File: src/rtl/seq_divider.sv
// seq_divider: sequential restoring divider, 2*DW-bit dividend by DW-bit divisor,
// one quotient bit per clock behind a start/busy/done handshake.
// Optional feature macro: SEQ_DIVIDER_DIV_ZERO_CHECK_EN (zero-divisor fast path).
// Timing: operands captured on the accepting edge; results and the done pulse are
// registered on the edge that leaves the DONE state, so done appears 2*DW+2 cycles
// after accept (2 on the zero-divisor fast path) and the next start is accepted in
// the same cycle that done is visible.
module seq_divider #(
    parameter int unsigned DW = 16
) (
    input  logic              clk,
    input  logic              reset,
    input  logic              start_i,
    input  logic [2*DW-1:0]   dividend_i,
    input  logic [DW-1:0]     divisor_i,
    output logic              busy_o,
    output logic              done_o,
    output logic [2*DW-1:0]   quotient_o,
    output logic [DW-1:0]     remainder_o,
    output logic              div_by_zero_o
);

    localparam int unsigned QW = 2 * DW;
    localparam int unsigned CW = $clog2(QW + 1);

    typedef enum logic [1:0] {
        S_IDLE = 2'd0,
        S_LOAD = 2'd1,
        S_RUN  = 2'd2,
        S_DONE = 2'd3
    } state_t;

    state_t          state_q, state_d;
    logic [QW-1:0]   dvd_q, dvd_d;
    logic [DW-1:0]   dvs_q, dvs_d;
    logic [QW-1:0]   q_q, q_d;
    logic [DW:0]     r_q, r_d;
    logic [CW-1:0]   cnt_q, cnt_d;
    logic            busy_q, busy_d;
    logic            done_q, done_d;
    logic [QW-1:0]   quot_q, quot_d;
    logic [DW-1:0]   rem_q, rem_d;
`ifdef SEQ_DIVIDER_DIV_ZERO_CHECK_EN
    logic            zero_q, zero_d;
    logic            dbz_q, dbz_d;
`endif

    // Trial value for one restoring step: shifted partial remainder and its difference.
    logic [DW:0]     t_c;
    logic [DW:0]     diff_c;
    logic            ge_c;

    assign t_c    = {r_q[DW-1:0], q_q[QW-1]};
    assign ge_c   = (t_c >= {1'b0, dvs_q});
    assign diff_c = t_c - {1'b0, dvs_q};

    // Next-state, datapath and registered-output logic.
    always_comb begin
        state_d = state_q;
        dvd_d   = dvd_q;
        dvs_d   = dvs_q;
        q_d     = q_q;
        r_d     = r_q;
        cnt_d   = cnt_q;
        quot_d  = quot_q;
        rem_d   = rem_q;
`ifdef SEQ_DIVIDER_DIV_ZERO_CHECK_EN
        zero_d  = zero_q;
        dbz_d   = dbz_q;
`endif
        unique case (state_q)
            S_IDLE: begin
                if (start_i) begin
                    state_d = S_LOAD;
                    dvd_d   = dividend_i;
                    dvs_d   = divisor_i;
                end
            end
            S_LOAD: begin
                q_d    = dvd_q;
                r_d    = '0;
                cnt_d  = CW'(QW);
                quot_d = '0;
                rem_d  = '0;
                state_d = S_RUN;
`ifdef SEQ_DIVIDER_DIV_ZERO_CHECK_EN
                dbz_d  = 1'b0;
                zero_d = (dvs_q == '0);
                if (dvs_q == '0) begin
                    state_d = S_DONE;
                end
`endif
            end
            S_RUN: begin
                q_d   = {q_q[QW-2:0], ge_c};
                r_d   = ge_c ? diff_c : t_c;
                cnt_d = cnt_q - CW'(1);
                if (cnt_q == CW'(1)) begin
                    state_d = S_DONE;
                end
            end
            S_DONE: begin
                state_d = S_IDLE;
                quot_d  = q_q;
                rem_d   = r_q[DW-1:0];
`ifdef SEQ_DIVIDER_DIV_ZERO_CHECK_EN
                if (zero_q) begin
                    quot_d = '1;
                    rem_d  = dvd_q[DW-1:0];
                    dbz_d  = 1'b1;
                end
`endif
            end
            default: state_d = S_IDLE;
        endcase
        busy_d = (state_d != S_IDLE);
        done_d = (state_q == S_DONE);
    end

    // State and datapath registers; reset discards any partial result.
    always_ff @(posedge clk or posedge reset) begin
        if (reset) begin
            state_q <= S_IDLE;
            dvd_q   <= '0;
            dvs_q   <= '0;
            q_q     <= '0;
            r_q     <= '0;
            cnt_q   <= '0;
            busy_q  <= 1'b0;
            done_q  <= 1'b0;
            quot_q  <= '0;
            rem_q   <= '0;
`ifdef SEQ_DIVIDER_DIV_ZERO_CHECK_EN
            zero_q  <= 1'b0;
            dbz_q   <= 1'b0;
`endif
        end else begin
            state_q <= state_d;
            dvd_q   <= dvd_d;
            dvs_q   <= dvs_d;
            q_q     <= q_d;
            r_q     <= r_d;
            cnt_q   <= cnt_d;
            busy_q  <= busy_d;
            done_q  <= done_d;
            quot_q  <= quot_d;
            rem_q   <= rem_d;
`ifdef SEQ_DIVIDER_DIV_ZERO_CHECK_EN
            zero_q  <= zero_d;
            dbz_q   <= dbz_d;
`endif
        end
    end

    assign busy_o      = busy_q;
    assign done_o      = done_q;
    assign quotient_o  = quot_q;
    assign remainder_o = rem_q;
`ifdef SEQ_DIVIDER_DIV_ZERO_CHECK_EN
    assign div_by_zero_o = dbz_q;
`else
    assign div_by_zero_o = 1'b0;
`endif

endmodule
File: config.mk
export PLATFORM = sky130hd
export DESIGN_NAME = seq_divider
export DESIGN_NICKNAME = d
export VERILOG_FILES = /design/src/rtl/seq_divider.sv
export SDC_FILE = /design/constraint.sdc
export NUM_CORES = 1
export LEC_CHECK = 0
export CAP_MARGIN = 20
export CORE_AREA = 4 4 161 163
export CTS_CLUSTER_DIAMETER = 50
export CTS_CLUSTER_SIZE = 40
export DETAILED_ROUTE_END_ITERATION = 16
export DIE_AREA = 0 0 165 167
export SYNTH_ARGS = -nofsm -noshare
export SYNTH_HDL_FRONTEND = slang
export SYNTH_SLANG_ARGS = --single-unit
File: constraint.sdc
create_clock -name clk -period 6.9 [get_ports clk]
set_clock_uncertainty 0.2 [all_clocks]
set_input_delay 0.69 -clock clk [delete_from_list [all_inputs] [get_ports clk]]
set_output_delay 0.69 -clock clk [all_outputs]
set_load 0.005 [all_outputs]
Yosys cells after proc, flatten, opt, wreduce, memory -nomap -nowiden
Cells that the tools add are included.
{"block": "totals", "ff_bits": 154, "latch_bits": 0, "mem_bits_rw": 0, "mem_bits_ro": 0, "inputBits": 51, "word_cells": 31, "n_memories": 0}
{"block": "op_classes", "n_addsub": 2, "mul": 0, "div_mod_pow": 0, "magnitude_cmp": 1, "eq_ne": 4, "n_shift": 0, "mux": 9, "bitwise_logic": 0, "n_reduce_logical": 5}
{"op": "32-bit one-hot mux with 2 select lines", "n": 2}
{"op": "16-bit one-hot mux with 2 select lines", "n": 2}
{"op": "17-bit by 16-bit >= comparator with 1-bit output", "n": 1}
{"op": "16-bit 2-to-1 mux", "n": 1}
{"op": "16-bit subtractor", "n": 1}
{"op": "6-bit one-hot mux with 2 select lines", "n": 1}
{"op": "2-bit one-hot mux with 4 select lines", "n": 1}
{"op": "6-bit by 1-bit == test with 1-bit output (second input constant)", "n": 1}
{"op": "2-bit nonzero test", "n": 3}
{"op": "6-bit by 1-bit subtractor with 6-bit output (second input constant)", "n": 1}
{"op": "2-bit == test (second input constant)", "n": 2}
{"op": "2-bit 2-to-1 mux", "n": 2}
{"op": "2-bit by 1-bit == test with 1-bit output (second input constant)", "n": 1}
{"op": "2-bit zero test", "n": 1}
{"op": "2-bit AND reduction", "n": 1}

Longest topological paths before layout
{"block": "depth", "word_depth": 4, "mapped_depth": 10, "mapped_depth_nobuf": 10}

Worst setup path before layout
Ideal clock, no wire load.
{"block": "synth_path", "kind": "reg-to-reg", "start": "reg dvs_q[1]", "end": "reg r_q[2]", "arrival_ns": 2.201, "required_time_ns": 6.559, "setup_slack_ns": 4.358, "stages_incl_launch_ff": 11, "path_buffers": 1, "period_less_slack_ns": 2.542, "cell_sequence": "dfrtp_1 -> inv_1 -> ha_1 -> nor2b_1 -> o2111ai_1 -> a2111oi_4 -> o31ai_2 -> a21oi_4 -> buf_6 -> mux2i_1 -> o22ai_1"}
{"block": "synth_via", "elab_chain_len": 3}
{"element": "from (decl)", "line": "35", "text": "logic [DW-1:0] dvs_q, dvs_d;"}
{"element": "from (signal assigned)", "line": "140", "text": "dvs_q <= dvs_d;"}
{"element": "16-bit subtractor or 17-bit by 16-bit >= comparator with 1-bit output (tied branches)", "line": "55, 54"}
{"element": "16-bit 2-to-1 mux (*)", "line": "96", "text": "r_d = ge_c ? diff_c : t_c;"}
{"element": "16-bit one-hot mux with 2 select lines (*)", "line": "71", "text": "unique case (state_q)"}
{"element": "to (signal assigned)", "line": "142", "text": "r_q <= r_d;"}
{"element": "to (decl)", "line": "37", "text": "logic [DW:0] r_q, r_d;"}
Mark *: on every way between the ends. The rest lies on a longest branch, timed or not.
A chain may end at the register's enable or synchronous reset.

Worst setup path in the final report
{"block": "layout_path", "start": "reg dvs_q[1]", "end": "reg r_q[0]"}
{"block": "layout_via", "elab_chain_len": 3}
{"element": "17-bit by 16-bit >= comparator with 1-bit output", "line": "54", "text": "assign ge_c = (t_c >= {1'b0, dvs_q});"}
{"element": "16-bit 2-to-1 mux", "line": "96"}
{"element": "16-bit one-hot mux with 2 select lines", "line": "71"}
Every way passes these cells.

==> impl_table.tex <==
\begin{tabular}{lr}
\hline
Metric & Value \\
\hline
\multicolumn{2}{l}{\textbf{Floorplan}} \\
Number of top-level pins & 102 \\
Die area & 27600 µm² \\
Initial standard-cell utilization of the core & 29.9\% \\
Horizontal extent of the die & 165 µm \\
Number of standard-cell rows in the floorplan & 57 \\
Core region area & 24300 µm² \\
Die span in y & 167 µm \\
\multicolumn{2}{l}{\textbf{GRT}} \\
Grt total ovfl & 0 \\
Overall fraction of global-route tracks in use & 12.9\% \\
Number of antenna violations at the first check in global routing & 1 \\
Via count of the first global-routing pass & 5335 \\
Pin count of the biggest net entering global routing & 96 \\
First-pass GRT wire length & 28500 µm \\
\multicolumn{2}{l}{\textbf{Min path}} \\
Min-Delay Path Depth & 1 \\
Kind of path behind the tightest hold check & reg -> reg \\
\multicolumn{2}{l}{\textbf{CTS}} \\
Buffer type at the clock tree root & sky130\_fd\_sc\_hd\_\_clkbuf\_16 \\
Cts repair resizes & 0 \\
Clock Path Buffers & 2 \\
Worst skew pair latency & 0.42 ns \\
Number of levels the H-tree was split into & 4 \\
Number of buffers created by CTS & 17 \\
Clk pin slew, worst setup/hold paths & 0.07 ns \\
Clock tree from TritonCTS & built \\
Sink Count & 154 \\
Setup Buffers After CTS & 0 \\
Post-CTS Hold Buffers & 0 \\
\multicolumn{2}{l}{\textbf{Critical path}} \\
Biggest fanout along the worst timing path & 18 \\
CP required & 7.03 ns \\
Startpoint type of the worst setup path & flip-flop \\
Count of cells along the worst register-to-register path & 9 \\
Critical Path Sink Type & flip-flop \\
Setup Crit Path Kind & reg -> reg \\
Worst Path Arrival & 3.14 ns \\
\multicolumn{2}{l}{\textbf{Detailed routing}} \\
Final wirelength & 17100 µm \\
\# DRC & 0 \\
Number of iterations in the first detailed-routing pass & 4 \\
Antenna violation net count after detailed routing & 0 \\
Routed via count divided by cell count & 4.62 \\
Violation count after the first detailed-routing iteration & 188 \\
Via count of the routed design & 5102 \\
Routed WL per cell & 15.5 µm \\
\multicolumn{2}{l}{\textbf{Power and ir drop}} \\
Leakage power total & 3.88 nW \\
Maximum vdd ir drop & 0.000262 V \\
Power density over the cells & 448 nW/µm² \\
\multicolumn{2}{l}{\textbf{Cells and area}} \\
Filler Cells Inserted & 2388 \\
Post-Layout Cell Count & 1104 \\
Area used by multi-input combinational logic & 3130 µm² \\
Fin nets & 842 \\
Layout-stage area growth over the synthesis result & 26.1\% \\
Share of cells above drive strength 1 & 12.4\% \\
Total area of sequential cells & 3850 µm² \\
Antenna cell count & 0 \\
\multicolumn{2}{l}{\textbf{Timing}} \\
Post-route fraction of the period consumed by the critical path & 43.6\% \\
Final Hold Viols & 0 \\
FMAX & 0.332 GHz \\
Worst Max-Slew Pin Slew & 0.981 ns \\
Fin Setup TNS & 0 ns \\
Worst slew slack as a fraction of its limit & 34.6\% \\
Count of pins over their slew limit & 0 \\
Number of endpoints failing setup at the final stage & 0 \\
Clock period minus worst slack & 3.01 ns \\
RSZ-0062 raised after global routing & false \\
\multicolumn{2}{l}{\textbf{Placed design}} \\
Dpl hpwl & 11000 µm \\
Placed Instances & 1072 \\
Routability congestion estimate & 0.777 \\
Total of buffers placed on input and output ports & 100 \\
\multicolumn{2}{l}{\textbf{Run}} \\
Max capacitance violation total & 0 \\
\multicolumn{2}{l}{\textbf{Run status}} \\
Status & finished, final reports clean \\
\multicolumn{2}{l}{\textbf{Synthesis}} \\
EDFF count, synth & 0 \\
Seq/Total Area, Yosys & 52.9\% \\
Average footprint of a synthesized cell & 10.7 µm² \\
Number of flip-flops and latches in the synthesized netlist & 154 \\
Share of flip-flops with an asynchronous set or reset after synthesis & 100\% \\
Post-synthesis instance area & 7280 µm² \\
Unique cell type count in the Yosys netlist & 54 \\
Post-Syn Nets & 756 \\
Gate count after technology mapping & 681 \\
Top FF cell, synth & sky130\_fd\_sc\_hd\_\_dfrtp\_1 \\
Synthesis warning total & 0 \\
\hline
\end{tabular}
-- layer usage --
layer / vias up / GRT usage, % / wire [µm] / part of all wire, %
met5: - / 0 / 13 / 0.076
met4: 2 / 3.33 / 195 / 1.1
met3: 14 / 3.09 / 552 / 3.2
met2: 81 / 20.5 / 8060 / 47
met1: 2487 / 17.8 / 8260 / 48
li1: 2518 / - / - / -
-- worst max-delay path: stages (launching register included) --
cell and delay (ns):
sky130_fd_sc_hd__dfrtp_1 0.39, sky130_fd_sc_hd__inv_1 0.06, sky130_fd_sc_hd__ha_1 0.30, sky130_fd_sc_hd__nor2b_1 0.16
sky130_fd_sc_hd__o2111ai_1 0.21, sky130_fd_sc_hd__a2111oi_4 0.42, sky130_fd_sc_hd__o31ai_2 0.15, sky130_fd_sc_hd__a21oi_4 0.52
sky130_fd_sc_hd__mux2_2 0.40, sky130_fd_sc_hd__o22ai_1 0.11
-- registers in the layout, indices dropped and copies added (netlist names) --
register and flops:
cnt_q 6, busy_o 1, dvs_q 16, q_q 32, remainder_o 16, r_q 16
done_o 1, dvd_q 32, state_q 2, quotient_o 32
-- cells in the mapped netlist, drive strengths merged (2+ instances only) --
library cell / number / area [µm²]
xor2: 4 / 35.0
dfrtp: 154 / 3850
a21o: 3 / 22.5
mux2: 50 / 563
mux2i: 42 / 420
and3: 3 / 18.8
nand2b: 45 / 282
xnor2: 7 / 61.3
o221ai: 4 / 35.0
inv: 43 / 161
o21a: 2 / 15.0
nand4: 3 / 18.8
ha: 23 / 288
o31ai: 2 / 20.0
nand3: 6 / 30.0
nor2: 46 / 173
o21ai: 52 / 260
nor3: 5 / 25.0
nor4b: 2 / 17.5
a21oi: 46 / 245
a22o: 7 / 61.3
o22ai: 13 / 81.3
buf: 4 / 26.3
nor2b: 3 / 18.8
nand2: 56 / 210
a2111oi: 2 / 36.3
clkbuf: 34 / 128
-- layout make-up --
cell class	instances	share of cell area, %
Clock buffer	20	4.97
Clock inverter	12	1.40
Inverter	43	1.81
Multi-Input combinational cell	446	34.1
Sequential cell	154	42.0
Tap cell	324	4.42
Timing Repair Buffer	105	11.3
-- report_power, final --
part / switching, mW / total (mW) / leakage [nW] / internal [mW]
combinational: 0.892 / 1.68 / 1.70 / 0.793
clock: 0.408 / 0.936 / 0.282 / 0.528
sequential: 0.222 / 1.49 / 1.90 / 1.27
total: 1.52 / 4.11 / 3.88 / 2.59
-- final timing paths --
kind / from / to / slack (ns)
worst max-delay path: dvs_q[1] / r_q[0] / 3.89
worst min-delay path: dvd_q[7] / dvd_q[7] / 0.30
worst max register to register: dvs_q[1] / r_q[0] / 3.89
worst min register to register: dvd_q[7] / dvd_q[7] / 0.30
max in group asynchronous: reset / remainder_o[10] / 4.50
min in group asynchronous: reset / done_o / 0.60
-- stage by stage --
step | area [µm²] | worst slack [ns] | utilization (%) | power (mW) | hold slack [ns]
final | 9180 | 3.89 | 37.8 | 4.11 | 0.303
after global routing | 9180 | 3.60 | 37.8 | 4.44 | 0.310
after CTS | 9180 | 3.86 | 37.8 | 4.18 | 0.308
after detailed placement | 8600 | 3.88 | 35.3 | 3.21 | 0.291
after global placement | 8600 | 3.93 | 35.3 | 3.17 | 0.287
after floorplan | 7280 | 1.86 | - | 2.66 | 0.272
-- cells in the final DEF (no fill, tap or decap), types with 20 or more instances in the layout --
cell type                         count
sky130_fd_sc_hd__nand2b_1            45
sky130_fd_sc_hd__nand2_1             55
sky130_fd_sc_hd__nor2_1              46
sky130_fd_sc_hd__a21oi_1             44
sky130_fd_sc_hd__mux2_2              50
sky130_fd_sc_hd__ha_1                20
sky130_fd_sc_hd__inv_1               42
sky130_fd_sc_hd__mux2i_1             42
sky130_fd_sc_hd__o21ai_0             51
sky130_fd_sc_hd__dfrtp_1            154
sky130_fd_sc_hd__clkdlybuf4s50_1    100
-- cells by family (layout without fill, tap and decap cells) --
kind of cell    after synthesis  in the layout  synth area share (%)
fa+ha+maj                    24             24                  4.23
compound gates              146            146                  12.4
flops                       154            154                  52.9
other cells                   1              1                0.0515
simple gates                172            172                  11.2
mux                          92             92                  13.5
buf+inv                      81            180                  4.33
xor+xnor                     11             11                  1.32
Power figures use the tool's default switching activity.
